<file path="config.mk">
export PLATFORM = sky130hd
export DESIGN_NAME = spi_reg_master
export DESIGN_NICKNAME = d
export VERILOG_FILES = /design/src/rtl/spi_reg_master.sv
export SDC_FILE = /design/constraint.sdc
export NUM_CORES = 1
export LEC_CHECK = 0
export ABC_CLOCK_PERIOD_IN_PS = 2400
export CAP_MARGIN = 20
export CORE_MARGIN = 3
export CORE_UTILIZATION = 30
export CTS_BUF_LIST = sky130_fd_sc_hd__clkbuf_2
export DETAILED_ROUTE_END_ITERATION = 7
export PLACE_DENSITY_LB_ADDON = 0.1
export REMOVE_ABC_BUFFERS = 1
export SYNTH_ARGS = -nofsm -noshare
export SYNTH_HDL_FRONTEND = slang
export SYNTH_SLANG_ARGS = --single-unit
</file>
<file path="constraint.sdc">
create_clock -name clk -period 2.4 [get_ports clk]
set_input_delay 0.48 -clock clk [delete_from_list [all_inputs] [get_ports clk]]
set_output_delay 0.48 -clock clk [all_outputs]
set_load 0.05 [all_outputs]
</file>
<file path="src/rtl/spi_reg_master.sv">
// SPI mode-0 register master: shifts one {rw, addr, data} frame per request and
// returns the data field sampled from miso as rdata on reads.
module spi_reg_master #(
  parameter int ADDR_W  = 3,
  parameter int REG_W   = 8,
  parameter int CLK_DIV = 4
) (
  input  logic              clk,
  input  logic              rst,
  input  logic              start,
  input  logic              rw,
  input  logic [ADDR_W-1:0] addr,
  input  logic [REG_W-1:0]  wdata,
  output logic              busy,
  output logic              done,
  output logic [REG_W-1:0]  rdata,
  output logic              spi_cs_n,
  output logic              spi_clk,
  output logic              spi_mosi,
  input  logic              spi_miso
);

  localparam int N     = 1 + ADDR_W + REG_W;
  localparam int CNT_W = $clog2(CLK_DIV + 1);
  localparam int BIT_W = $clog2(N + 1);
  localparam logic [CNT_W-1:0] CNT_LAST = CNT_W'(CLK_DIV - 1);
  localparam logic [BIT_W-1:0] BIT_LAST = BIT_W'(N - 1);

  typedef enum logic [2:0] {IDLE, LEAD, XFER, TRAIL, GAP} state_t;

  state_t             state_r, state_s;
  logic [CNT_W-1:0]   cnt_r, cnt_s;
  logic [BIT_W-1:0]   bit_r, bit_s;
  logic [N-1:0]       shreg_r, shreg_s, frame_s;
  logic [REG_W-1:0]   rx_r, rx_s, rdata_r, rdata_s;
  logic               rw_r, rw_s;
  logic               cs_n_r, cs_n_s, sclk_r, sclk_s, mosi_r, mosi_s;
  logic               busy_r, busy_s, done_r, done_s, last_s;

  assign busy     = busy_r;
  assign done     = done_r;
  assign rdata    = rdata_r;
  assign spi_cs_n = cs_n_r;
  assign spi_clk  = sclk_r;
  assign spi_mosi = mosi_r;

  // State, datapath and output registers with synchronous reset
  always_ff @(posedge clk) begin
    if (rst) begin
      state_r <= IDLE;
      cnt_r   <= {CNT_W{1'b0}};
      bit_r   <= {BIT_W{1'b0}};
      shreg_r <= {N{1'b0}};
      rx_r    <= {REG_W{1'b0}};
      rdata_r <= {REG_W{1'b0}};
      rw_r    <= 1'b0;
      cs_n_r  <= 1'b1;
      sclk_r  <= 1'b0;
      mosi_r  <= 1'b0;
      busy_r  <= 1'b0;
      done_r  <= 1'b0;
    end else begin
      state_r <= state_s;
      cnt_r   <= cnt_s;
      bit_r   <= bit_s;
      shreg_r <= shreg_s;
      rx_r    <= rx_s;
      rdata_r <= rdata_s;
      rw_r    <= rw_s;
      cs_n_r  <= cs_n_s;
      sclk_r  <= sclk_s;
      mosi_r  <= mosi_s;
      busy_r  <= busy_s;
      done_r  <= done_s;
    end
  end

  // Next-state and next-output logic; outputs are registered so pins never glitch
  always_comb begin
    state_s = state_r;
    cnt_s   = cnt_r + CNT_W'(1);
    bit_s   = bit_r;
    shreg_s = shreg_r;
    rx_s    = rx_r;
    rdata_s = rdata_r;
    rw_s    = rw_r;
    cs_n_s  = 1'b1;
    sclk_s  = 1'b0;
    mosi_s  = 1'b0;
    busy_s  = 1'b0;
    done_s  = 1'b0;
    last_s  = (cnt_r == CNT_LAST);
    frame_s = {rw, addr, rw ? wdata : {REG_W{1'b0}}};
    case (state_r)
      IDLE: begin
        cnt_s = {CNT_W{1'b0}};
        if (start) begin
          state_s = LEAD;
          bit_s   = {BIT_W{1'b0}};
          rw_s    = rw;
          shreg_s = frame_s;
          cs_n_s  = 1'b0;
          mosi_s  = frame_s[N-1];
          busy_s  = 1'b1;
        end else begin
          state_s = IDLE;
        end
      end
      LEAD: begin
        cs_n_s = 1'b0;
        busy_s = 1'b1;
        mosi_s = shreg_r[N-1];
        if (last_s) begin
          state_s = XFER;
          cnt_s   = {CNT_W{1'b0}};
          sclk_s  = 1'b1;
          rx_s    = {rx_r[REG_W-2:0], spi_miso};
        end else begin
          sclk_s = 1'b0;
        end
      end
      XFER: begin
        cs_n_s = 1'b0;
        busy_s = 1'b1;
        // sclk_r tells which half of the bit period we are in
        if (sclk_r) begin
          if (last_s) begin
            cnt_s   = {CNT_W{1'b0}};
            sclk_s  = 1'b0;
            shreg_s = {shreg_r[N-2:0], 1'b0};
            mosi_s  = shreg_r[N-2];
            bit_s   = bit_r + BIT_W'(1);
            state_s = (bit_r == BIT_LAST) ? TRAIL : XFER;
          end else begin
            sclk_s = 1'b1;
            mosi_s = shreg_r[N-1];
          end
        end else begin
          mosi_s = shreg_r[N-1];
          if (last_s) begin
            cnt_s  = {CNT_W{1'b0}};
            sclk_s = 1'b1;
            rx_s   = {rx_r[REG_W-2:0], spi_miso};
          end else begin
            sclk_s = 1'b0;
          end
        end
      end
      TRAIL: begin
        busy_s = 1'b1;
        if (last_s) begin
          state_s = GAP;
          cnt_s   = {CNT_W{1'b0}};
        end else begin
          cs_n_s = 1'b0;
          mosi_s = shreg_r[N-1];
        end
      end
      GAP: begin
        if (last_s) begin
          state_s = IDLE;
          cnt_s   = {CNT_W{1'b0}};
          done_s  = 1'b1;
          if (!rw_r) begin
            rdata_s = rx_r;
          end else begin
            rdata_s = rdata_r;
          end
        end else begin
          busy_s = 1'b1;
        end
      end
      default: begin
        state_s = IDLE;
        cnt_s   = {CNT_W{1'b0}};
      end
    endcase
  end

endmodule

</file>
Word level (Yosys, flattened, before mapping)

Cells that the tools add are included.
Widths: inputs -> output; s select.

Add/sub/neg operators: 2
Equal/unequal tests: 13
Mux-type cells: 33
Bitwise operators: 3
Reduce and logical (&&, ||, !) cells: 13

Operator list:

| cell                | number |
|---|---|
| $mux 12             | 3 |
| $mux 8              | 3 |
| $pmux 12 s2         | 1 |
| $pmux 8 s2          | 1 |
| $mux 3              | 5 |
| $pmux 3 s5          | 1 |
| $ne 2x2->1 const B  | 7 |
| $mux 4              | 3 |
| $mux 1              | 11 |
| $eq 3x2->1 const B  | 3 |
| $pmux 4 s2          | 1 |
| $pmux 1 s3          | 2 |
| $reduce_or 3->1     | 2 |
| $reduce_and 5->1    | 1 |
| $add 4x1->4 const B | 1 |
| $eq 4x4->1 const B  | 1 |
| $pmux 1 s4          | 1 |
| $reduce_and 2->1    | 2 |
| $reduce_and 4->1    | 1 |
| $reduce_bool 2->1   | 2 |
| $reduce_or 2->1     | 2 |
| $reduce_or 4->1     | 1 |
| $add 3x1->3 const B | 1 |
| $eq 3x1->1 const B  | 1 |
| 5 further kinds     | 7 |

Flip-flop bits (word level): 44
Input bits: 16
Output and inout bits: 13
Word-level logic and storage cells: 76

Logic depth before layout (Yosys ltp)

Gate-level depths: netlist (run 1).

Depth in word-level cells: 5
Depth in mapped cells: 7
Mapped depth without buffers: 5

Worst setup path before layout (run 1)

No wires, ideal clock.

Kind: register to register
Start point: register cnt_r[0]
End point: register shreg_r[10]
Library setup time: 0.131 ns
Arrival time: 1.477 ns
Data required time: 2.269 ns
Setup slack: 0.792 ns
Cell stages (with the launch flop): 8
Buffers on the path: 2
Clock period less this slack: 1.608 ns
Path through: dfxtp_1 -> ha_1 -> ha_1 -> buf_2 -> and3_1 -> clkbuf_1 -> o311ai_0 -> a21oi_1

Longest elaborated chain between the ends: 3

Ends and longest elaborated chain:

| element                    | line | RTL |
|---|---|---|
| start: declaration         | 32   | `logic [CNT_W-1:0] cnt_r, cnt_s;` |
| start signal: assignment   | 51   | `cnt_r <= {CNT_W{1'b0}};` |
| start signal: assignment   | 64   | `cnt_r <= cnt_s;` |
| $eq 3x2->1                 | 92   | `last_s = (cnt_r == CNT_LAST);` |
| via last_s                 | 38   | `logic busy_r, busy_s, done_r, done_s, last_s;` |
| $ne 2x2->1 (no line)       | n/a  |  |
| $reduce_and 4->1 (no line) | n/a  |  |
| end signal: assignment     | 53   | `shreg_r <= {N{1'b0}};` |
| end signal: assignment     | 66   | `shreg_r <= shreg_s;` |
| end: declaration           | 34   | `logic [N-1:0] shreg_r, shreg_s, frame_s;` |

The timed path passes the listed nets, and every way through them passes these cells.
A chain may end at the register's enable or synchronous reset.

Worst setup path after layout (run 1)

Start point: register rdata_r[0] (netlist: rdata[0])
End point: output port rdata[0]

RTL lines:

| element                  | line | RTL |
|---|---|---|
| start: declaration       | 35   | `logic [REG_W-1:0] rx_r, rx_s, rdata_r, rdata_s;` |
| start signal: assignment | 55   | `rdata_r <= {REG_W{1'b0}};` |
| start signal: assignment | 68   | `rdata_r <= rdata_s;` |
| end: declaration         | 16   | `output logic [REG_W-1:0] rdata,` |

No word-level cell between the ends.

==> Flow_metrics.wiki, run 1 <==
{| class="wikitable"
! Metric !! Value
|-
| Yosys warning count || 0
|-
| Standard cell with the maximum stage delay on the critical path || clkdlybuf4s50_1
|-
| Max-cap violations || 0
|-
| Clock edge transition at the registers on the reported setup and hold paths || 260 ps
|-
| Post-Route Setup TNS || 0 ps
|-
| Worst slew margin relative to its limit || 55.30%
|-
| Nature of the critical path startpoint || flip-flop
|-
| Cell type with the highest aggregate area in the netlist || dfxtp_1
|-
| First-pass GRT wire length || 8.459 mm
|-
| Number of global-route vias before repair || 1714
|-
| Number of buffers inserted during clock tree synthesis || 5
|-
| Required time of the critical path || 1920 ps
|-
| Post-synthesis share of cell area spent on xor and xnor gates || 0.8173%
|-
| Clock insertion delay at the later pin of the skew report || 430 ps
|-
| Chip height || 90.53 um
|-
| Most used cells in the layout excluding fill and tap cells || dfxtp_1, clkdlybuf4s50_1, nand2_1
|-
| Endpoint of the most critical register-to-register path || shreg_r[0]
|-
| Fraction of the mapped netlist area in compound gates || 22.94%
|-
| Placeable Area || 0.006869 mm2
|-
| Largest net degree at the start of global routing || 24
|-
| EDFF count, synth || 0
|-
| Die area || 0.008195 mm2
|-
| Maximum clock frequency || 474.2 MHz
|-
| Level count of the clock H-tree || 2
|-
| Row Count || 30
|-
| Sink count of the clock tree || 44
|-
| Largest delay share family, worst path || buffers and inverters
|-
| Number of buffers between clock root and the deepest sink || 2
|-
| Simple-gate area share of the yosys netlist || 20.37%
|-
| Clock tree skew after final layout || 22.09 ps
|-
| Die span in x || 90.53 um
|-
| Post-synthesis sequential area ratio || 41.10%
|-
| Initial cell density of the core || 31.20%
|-
| Global-route total usage across every layer || 12.65%
|-
| Worst min path class || reg2reg
|-
| IO Pins || 29
|-
| Detailed-routing iteration count for the pre-antenna-repair pass || 4
|-
| Mean routed wirelength per cell || 13.99 um
|-
| #FFs+latches synth || 44
|-
| Power Dens Cells || 533.9 mW/mm2
|-
| HPWL reported at the end of detailed placement || 3.476 mm
|-
| Portion of the clock cycle consumed by the worst path in the final layout || 87.86%
|-
| Via density per instance || 5.086
|-
| Vias after detailed routing || 1841
|-
| Main flop type after synthesis || dfxtp_1
|-
| Fraction of layout instances using a drive strength above 1 || 8.271%
|-
| Commonest non-fill, non-tap cell in the layout || dfxtp_1
|-
| Clk root buf || clkbuf_2
|-
| Final critical delay including setup and external delays || 2109 ps
|-
| CP Capture Type || primary output
|-
| Buffers & Inverters on Critical Path || 1
|-
| Max stage delay on crit path || 800 ps
|-
| Min-delay src || cnt_r[0]
|-
| Final Wtd Congestion || 0.7959
|-
| Setup Buffers After CTS || 0
|-
| Fin. max-slew vios || 0
|-
| Remaining antenna violation count after routing || 0
|-
| Distinct cells, synth || 46
|-
| Area share of fa/ha/maj cells after synthesis || 2.335%
|-
| Buffers added on ports || 28
|-
| Number of standard cells after synthesis || 242
|-
| Post-CTS Hold Fix Bufs || 0
|-
| Place WS || 536.2 ps
|-
| Portion of netlist area occupied by mux cells || 6.071%
|-
| Number of cells on the worst hold path || 1
|-
| Leak || 0.8687 nW
|-
| Clock tree from TritonCTS || done
|-
| Critical path arrival || 1630 ps
|-
| Leading post-synthesis cells by cell area || dfxtp_1, mux2i_1, o311ai_0
|-
| Total inserted antenna cells || 0
|-
| Number of nets at the end of the flow || 285
|-
| First-iteration detailed-routing DRC count || 92
|-
| Final standard cell utilization of the core || 37.54%
|-
| Worst setup slack for register-to-register paths || 540 ps
|-
| Final hold viol count || 0
|-
| Share of the synthesized area in the top cell type || 41.10%
|-
| Total wirelength of the detailed-routed design || 5.065 mm
|-
| Hold slack || 435.8 ps
|-
| Min setup slack post-route || 291.3 ps
|-
| Chain of cells forming the critical path || clkdlybuf4s50_1
|-
| End of the worst hold path || cnt_r[0]
|-
| Worst-case reg-to-reg path depth || 6
|-
| Fillers || 744
|-
| Synth async-reset ratio || 0%
|-
| Setup repair after global routing missed its margin || false
|-
| Post-synthesis area per instance || 8.857 um2
|-
| Initial antenna violation count || 0
|-
| Largest vdd supply drop || 239.1 uV
|-
| Post-synthesis cell area || 0.002143 mm2
|-
| Endpoints failing setup || 0
|-
| Category of the most critical setup path || reg2out
|-
| DRC errors left || 0
|-
| Area grow syn2layout || 20.32%
|-
| R2R Path Start || cnt_r[0]
|-
| Largest family of logic cells by synthesized area || compound AO/OA/AOI/OAI gates
|-
| Transition time at the pin with the least slew margin || 669.6 ps
|-
| Result of the run || complete, no violations
|-
| Grt total ovfl || 0
|-
| Critical path peak fanout || 2
|}
## sequential cells by signal (all words and copies together) (netlist names)
name      flops
busy          1
done          1
shreg_r      12
bit_r         4
rx_r          8
spi_mosi      1
rw_r          1
cnt_r         3
spi_cs_n      1
rdata         8
spi_clk       1
state_r       3
## per-layer routing
metal / routed length (um) / vias to the layer above / GRT usage, %
li1: - / 935 / -
met1: 2525 / 866 / 16.70
met2: 2240 / 35 / 20.26
met3: 231 / 5 / 3.167
met4: 67 / 0 / 3.827
met5: 0 / - / 0
## cell families after synthesis
logic type | count (synthesis)
simple gates | 78
compound gates | 72
flops | 44
buf+inv | 29
mux | 13
fa+ha+maj | 4
xor+xnor | 2
## cells in the mapped netlist, drive strengths merged, types with 2 or more instances
master,instances
nor3,2
clkbuf,11
mux2i,13
nor2,7
or2,2
nand3,14
a21oi,18
dfxtp,44
o21ai,10
o311ai,12
nand3b,8
nand2,25
o32ai,2
nand2b,2
nor3b,3
inv,7
nand4,3
ha,4
a221oi,2
o21bai,12
a31oi,8
nor2b,5
buf,10
## layout make-up
class	instances	area, um2	share of cell area, %
well taps	96	120.1	4.658
clock inverters	3	46.29	1.795
clock buffers	5	25.02	0.9704
flip-flops and latches	44	880.8	34.16
repair buffers	37	350.3	13.59
multi-input cells	169	1126	43.67
inverters	8	30.03	1.164
## worst max-delay path by stage
stage | from | end | slack [ps] | depth (start not counted)
after CTS | spi_clk | spi_clk | 80 | 1
final | rdata[0] | rdata[0] | 290 | 1
after detailed placement | start | shreg_r[7] | 540 | 5
after floorplan | state_r[0] | rx_r[0] | 720 | 3
after global placement | rst | shreg_r[0] | 530 | 5
after global routing | rdata[4] | rdata[4] | 210 | 1
## what timing repair did
| item | in CTS | in global routing |
|---|---|---|
| hold endpoints to repair | 0 | 0 |
| resized for setup | 0 | 1 |
| endpoints found under the setup margin | 0 | 1 |
## power breakdown
group / internal, mW / switching (mW) / total [mW] / leakage [nW]
Combinational: 0.0757 / 0.0818 / 0.158 / 0.471
Clock: 0.179 / 0.267 / 0.446 / 0.0396
Sequential: 0.757 / 0.0161 / 0.773 / 0.358
Total: 1.01 / 0.365 / 1.38 / 0.869
## through the flow
stage | power (mW) | cells | instance area [um2]
floorplan | 0.8719 | 221 | 2037
global placement | 0.9460 | 354 | 2505
detailed placement | 0.9459 | 354 | 2505
CTS | 1.397 | 362 | 2576
global route | 1.456 | 362 | 2579
finish | 1.377 | 362 | 2579
(Power assumes the default switching activity.)
==> run 2: changes to the inputs <==
- CORE_UTILIZATION: 30 -> 55
==> run 2 against run 1 <==
Compared with the run above:
- register-to-register slack improved by 60 ps
- maximum frequency decreased by 6.9%
- clock skew down 15 ps
- via count shrank 0.16%
- worst hold slack got worse by 1.4 ps
- sequential share of layout area increased by 1.3 points
- cell area shrank 3.7%
- global-route usage increased by 8.2 points
- clock power fell by 33%
- critical path depth unchanged
- die area fell by 43%
- cell count down 13%
- critical path type unchanged
==> Flow_metrics.wiki, run 2 (same netlist as run 1, synthesis figures left out) <==
{| class="wikitable"
! Metric !! Value
|-
| Maximum clock frequency || 441.5 MHz
|-
| PnR Total Power || 1.223 mW
|-
| Placed inst area || 0.002445 mm2
|-
| Number of instances in the placed design || 306
|-
| CP Capture Type || primary output
|-
| Max-cap violations || 0
|-
| Fillers || 349
|-
| Largest register FFs || 12
|-
| Share of total power in the clock network || 24.3%
|-
| Via density per instance || 5.854
|-
| Net switching power || 0.3271 mW
|-
| Worst-case reg-to-reg path depth || 6
|-
| Largest delay share family, worst path || buffers and inverters
|-
| Internal power contribution || 0.8962 mW
|-
| Chain of cells forming the critical path || clkdlybuf4s50_1
|-
| Fraction of layout instances using a drive strength above 1 || 7.895%
|-
| Required time of the critical path || 1920 ps
|-
| Clock tree skew after final layout || 7.512 ps
|-
| Standard cell with the maximum stage delay on the critical path || clkdlybuf4s50_1
|-
| Count of placed standard cells in the final layout, fillers left out || 314
|-
| Mean routed wirelength per cell || 13.83 um
|-
| Worst slew margin relative to its limit || 61.84%
|-
| Critical path arrival || 1780 ps
|-
| Final Wtd Congestion || 0.8833
|-
| Total inserted antenna cells || 0
|-
| Initial antenna violation count || 0
|-
| Global-route total usage across every layer || 20.90%
|-
| Remaining antenna violation count after routing || 0
|-
| Post-Route Setup TNS || 0 ps
|-
| Transition time at the pin with the least slew margin || 571.6 ps
|-
| First-iteration detailed-routing DRC count || 140
|-
| Most flops, register || shreg_r
|-
| Final critical delay including setup and external delays || 2265 ps
|-
| Final standard cell utilization of the core || 66.84%
|-
| Final hold viol count || 0
|-
| Sequential standard cell area || 880.8 um2
|-
| Clock edge transition at the registers on the reported setup and hold paths || 210 ps
|-
| Sw frac || 26.74%
|-
| Number of cells on the worst hold path || 1
|-
| Number of buffers inserted during clock tree synthesis || 5
|-
| Number of nets at the end of the flow || 285
|-
| Number of buffers between clock root and the deepest sink || 2
|-
| Commonest non-fill, non-tap cell in the layout || dfxtp_1
|-
| Post-CTS Hold Fix Bufs || 0
|-
| IO Pins || 29
|-
| Most used cells in the layout excluding fill and tap cells || dfxtp_1, clkdlybuf4s50_1, nand2_1
|-
| Vias after detailed routing || 1838
|-
| Min setup slack post-route || 135.1 ps
|-
| Worst min path class || reg2reg
|-
| First-pass GRT wire length || 7.472 mm
|-
| Reg power frac || 63.4%
|-
| Die span in x || 68.43 um
|-
| Leak || 0.8402 nW
|-
| Power Dens Cells || 492.5 mW/mm2
|-
| Result of the run || complete, no violations
|-
| Total wirelength of the detailed-routed design || 4.343 mm
|-
| Setup Buffers After CTS || 0
|-
| Category of the most critical setup path || reg2out
|-
| HPWL reported at the end of detailed placement || 2.992 mm
|-
| Buffers & Inverters on Critical Path || 1
|-
| Detailed-routing iteration count for the pre-antenna-repair pass || 4
|-
| Place WS || 594.2 ps
|-
| Buffers added on ports || 28
|-
| Hold slack || 434.4 ps
|-
| Setup repair after global routing missed its margin || false
|-
| Die area || 0.004682 mm2
|-
| Initial cell density of the core || 57.68%
|-
| Final instance area || 0.002484 mm2
|-
| Portion of the clock cycle consumed by the worst path in the final layout || 94.37%
|-
| Clock tree from TritonCTS || done
|-
| Nature of the critical path startpoint || flip-flop
|-
| Worst path depth || 1
|-
| Number of global-route vias before repair || 1592
|-
| Sink count of the clock tree || 44
|-
| Chip height || 68.43 um
|-
| Largest net degree at the start of global routing || 20
|-
| Area grow syn2layout || 15.88%
|-
| Placeable Area || 0.003716 mm2
|-
| Critical path peak fanout || 8
|-
| Level count of the clock H-tree || 2
|-
| Combinational share of power || 12.3%
|-
| Endpoints failing setup || 0
|-
| Max stage delay on crit path || 860 ps
|-
| Clk root buf || clkbuf_2
|-
| Largest vdd supply drop || 320.4 uV
|-
| Fin. max-slew vios || 0
|-
| Multi-input combinational cell area || 0.001126 mm2
|-
| Grt total ovfl || 0
|-
| Row Count || 22
|-
| Resized Gates After CTS || 0
|-
| DRC errors left || 0
|-
| Clock insertion delay at the later pin of the skew report || 400 ps
|}
==> run 2: changes by cell type in the layout (fill, tap and decap cells not counted) <==
cell / before / now
clkdlybuf4s50_1: 27 / 28
bufinv_16: 1 / 0
inv_6: 1 / 0
clkinv_2: 0 / 2
clkinv_1: 1 / 2
dlymetal6s2s_1: 1 / 0
clkinvlp_4: 1 / 0
==> run 2: cell type report <==
class | count | share of cell area, %
multi-input cells | 169 | 45.34
repair buffers | 37 | 14.01
clock inverters | 3 | 0.5542
flip-flops and latches | 44 | 35.47
clock buffers | 5 | 1.008
inverters | 8 | 1.209
well taps | 48 | 2.418
==> run 2: power by group through the flow <==
stage               clock network (mW)  registers [mW]  logic [mW]
global route                     0.346           0.780       0.166
detailed placement                   0           0.790       0.150
CTS                              0.309           0.776       0.151
floorplan                            0           0.802      0.0699
finish                           0.297           0.776       0.150
global placement                     0           0.790       0.149
==> run 2: worst paths after layout <==
check / slack, ps / from / endpoint
setup / recovery: 140 / spi_clk / spi_clk
hold / removal: 430 / cnt_r[0] / cnt_r[0]
setup reg to reg: 600 / cnt_r[0] / shreg_r[0]
hold reg to reg: 430 / cnt_r[0] / cnt_r[0]
==> run 2: metal layers <==
layer	GRT usage (%)	vias to the layer above	part of all wire, %	routed length (um)
met3	4.926	5	5.1	223
met1	28.80	853	49	2123
met4	6.700	0	1.2	53
met5	0	-	0	0
li1	-	933	-	-
met2	31.94	47	45	1942
==> run 3: changes to the inputs <==
- PLACE_DENSITY: unset -> 0.88
- PLACE_DENSITY_LB_ADDON: 0.1 -> unset
==> run 3 against run 2 <==
Compared with the run above:
- cell area grew 1.5%
- highest routed layer unchanged
- clock-buffer cell count is the same
- largest cell class unchanged
- die area is the same
- sequential cell count is the same
- total power grew 10%
- combinational power is essentially flat
- global-route usage grew 0.088 points
- worst hold slack gained 3.8 ps
- first-iteration DRC count shrank 15%
==> Flow_metrics.wiki, run 3 (same netlist as run 1, synthesis figures left out) <==
{| class="wikitable"
! Metric !! Value
|-
| Max-cap violations || 0
|-
| Required time of the critical path || 1920 ps
|-
| Worst path depth || 1
|-
| Via density per instance || 5.937
|-
| Placeable Area || 0.003716 mm2
|-
| Level count of the clock H-tree || 2
|-
| First-pass GRT wire length || 7.479 mm
|-
| Final hold viol count || 0
|-
| Largest net degree at the start of global routing || 18
|-
| Clock insertion delay at the later pin of the skew report || 420 ps
|-
| IO Pins || 29
|-
| Final Wtd Congestion || 0.8450
|-
| Largest vdd supply drop || 301.1 uV
|-
| Die area || 0.004682 mm2
|-
| Leak || 0.8545 nW
|-
| Critical path peak fanout || 8
|-
| Clock edge transition at the registers on the reported setup and hold paths || 210 ps
|-
| Number of buffers between clock root and the deepest sink || 2
|-
| Number of cells on the worst hold path || 1
|-
| Critical path arrival || 1800 ps
|-
| Sink count of the clock tree || 44
|-
| Global-route total usage across every layer || 20.98%
|-
| Transition time at the pin with the least slew margin || 641.0 ps
|-
| Post-Route Setup TNS || 0 ps
|-
| Commonest non-fill, non-tap cell in the layout || dfxtp_1
|-
| Chain of cells forming the critical path || clkdlybuf4s50_1
|-
| Clk root buf || clkbuf_2
|-
| Initial cell density of the core || 57.68%
|-
| Endpoints failing setup || 0
|-
| Most used cells in the layout excluding fill and tap cells || dfxtp_1, clkdlybuf4s50_1, nand2_1
|-
| Final critical delay including setup and external delays || 2283 ps
|-
| Fin. max-slew vios || 0
|-
| Power Dens Cells || 534.3 mW/mm2
|-
| Worst setup path start || spi_clk
|-
| Remaining antenna violation count after routing || 0
|-
| Resized Gates After CTS || 0
|-
| Post-CTS Hold Fix Bufs || 0
|-
| Largest delay share family, worst path || buffers and inverters
|-
| Buffers added on ports || 28
|-
| Nature of the critical path startpoint || flip-flop
|-
| Detailed-routing iteration count for the pre-antenna-repair pass || 6
|-
| Number of nets at the end of the flow || 286
|-
| Chip height || 68.43 um
|-
| HPWL reported at the end of detailed placement || 3.119 mm
|-
| Area grow syn2layout || 17.57%
|-
| Worst slew margin relative to its limit || 57.21%
|-
| Buffers & Inverters on Critical Path || 1
|-
| Setup repair after global routing missed its margin || false
|-
| Clock tree from TritonCTS || done
|-
| Final standard cell utilization of the core || 67.81%
|-
| Standard cell with the maximum stage delay on the critical path || clkdlybuf4s50_1
|-
| Total inserted antenna cells || 0
|-
| Result of the run || complete, no violations
|-
| Number of buffers inserted during clock tree synthesis || 5
|-
| DRC errors left || 0
|-
| Die span in x || 68.43 um
|-
| Min-delay src || cnt_r[0]
|-
| Number of global-route vias before repair || 1658
|-
| Largest register FFs || 12
|-
| Clock tree skew after final layout || 8.656 ps
|-
| Setup Buffers After CTS || 0
|-
| Worst-case reg-to-reg path depth || 4
|-
| Portion of the clock cycle consumed by the worst path in the final layout || 95.11%
|-
| Fraction of layout instances using a drive strength above 1 || 8.614%
|-
| Initial antenna violation count || 0
|-
| First-iteration detailed-routing DRC count || 119
|-
| Row Count || 22
|-
| Category of the most critical setup path || reg2out
|-
| R2R Path Start || state_r[1]
|-
| Vias after detailed routing || 1870
|-
| CP Capture Type || primary output
|-
| Maximum clock frequency || 438.1 MHz
|-
| Max stage delay on crit path || 860 ps
|-
| Most flops, register || shreg_r
|-
| Mean routed wirelength per cell || 14.28 um
|-
| Grt total ovfl || 0
|-
| Total wirelength of the detailed-routed design || 4.499 mm
|-
| Worst min path class || reg2reg
|}
## run 3: changes by cell type in the layout (fill, tap and decap cells not counted)
cell / previous run / this run
clkinvlp_4: 0 / 1
bufinv_16: 0 / 1
buf_4: 9 / 10
clkinv_2: 2 / 1
clkinv_1: 2 / 1
## run 3: routing by layer
metal  routed length [um]  GRT usage [%]
met1                 1954          26.43
met2                 2264          34.80
met3                  223          4.926
met4                   56          7.196
met5                    0              0
## run 3: final timing paths
| kind | endpoint | slack (ps) |
|---|---|---|
| worst min-delay path | cnt_r[0] | 440 |
| worst max-delay path | spi_clk | 120 |
| worst max register to register | rx_r[0] | 550 |
| worst min register to register | cnt_r[0] | 440 |
## run 3: through the flow
step / power [mW] / setup WS, ps / area [um2] / hold slack (ps) / instances
after floorplan: 0.8719 / 718.5 / 2037 / 398.8 / 221
after global placement: 0.9355 / 531.6 / 2452 / 410.1 / 307
after detailed placement: 0.9404 / 472.7 / 2452 / 416.4 / 307
after CTS: 1.353 / 106.9 / 2520 / 441.4 / 315
after global routing: 1.395 / 25.24 / 2520 / 477.3 / 315
final: 1.346 / 117.5 / 2520 / 438.3 / 315
## run 3: area by class of cell
cell class | count | area, um2
multi-input combinational | 169 | 1126
fill | 302 | 1196
clock inverter | 3 | 42.54
tap | 48 | 60.06
timing repair buffer | 38 | 355.3
clock buffer | 5 | 25.02
sequential | 44 | 880.8
inverter | 8 | 30.03
## run 3: report_power, final
group          internal [mW]  switching, mW
sequential             0.756         0.0205
combinational         0.0750         0.0750
clock                  0.174          0.246
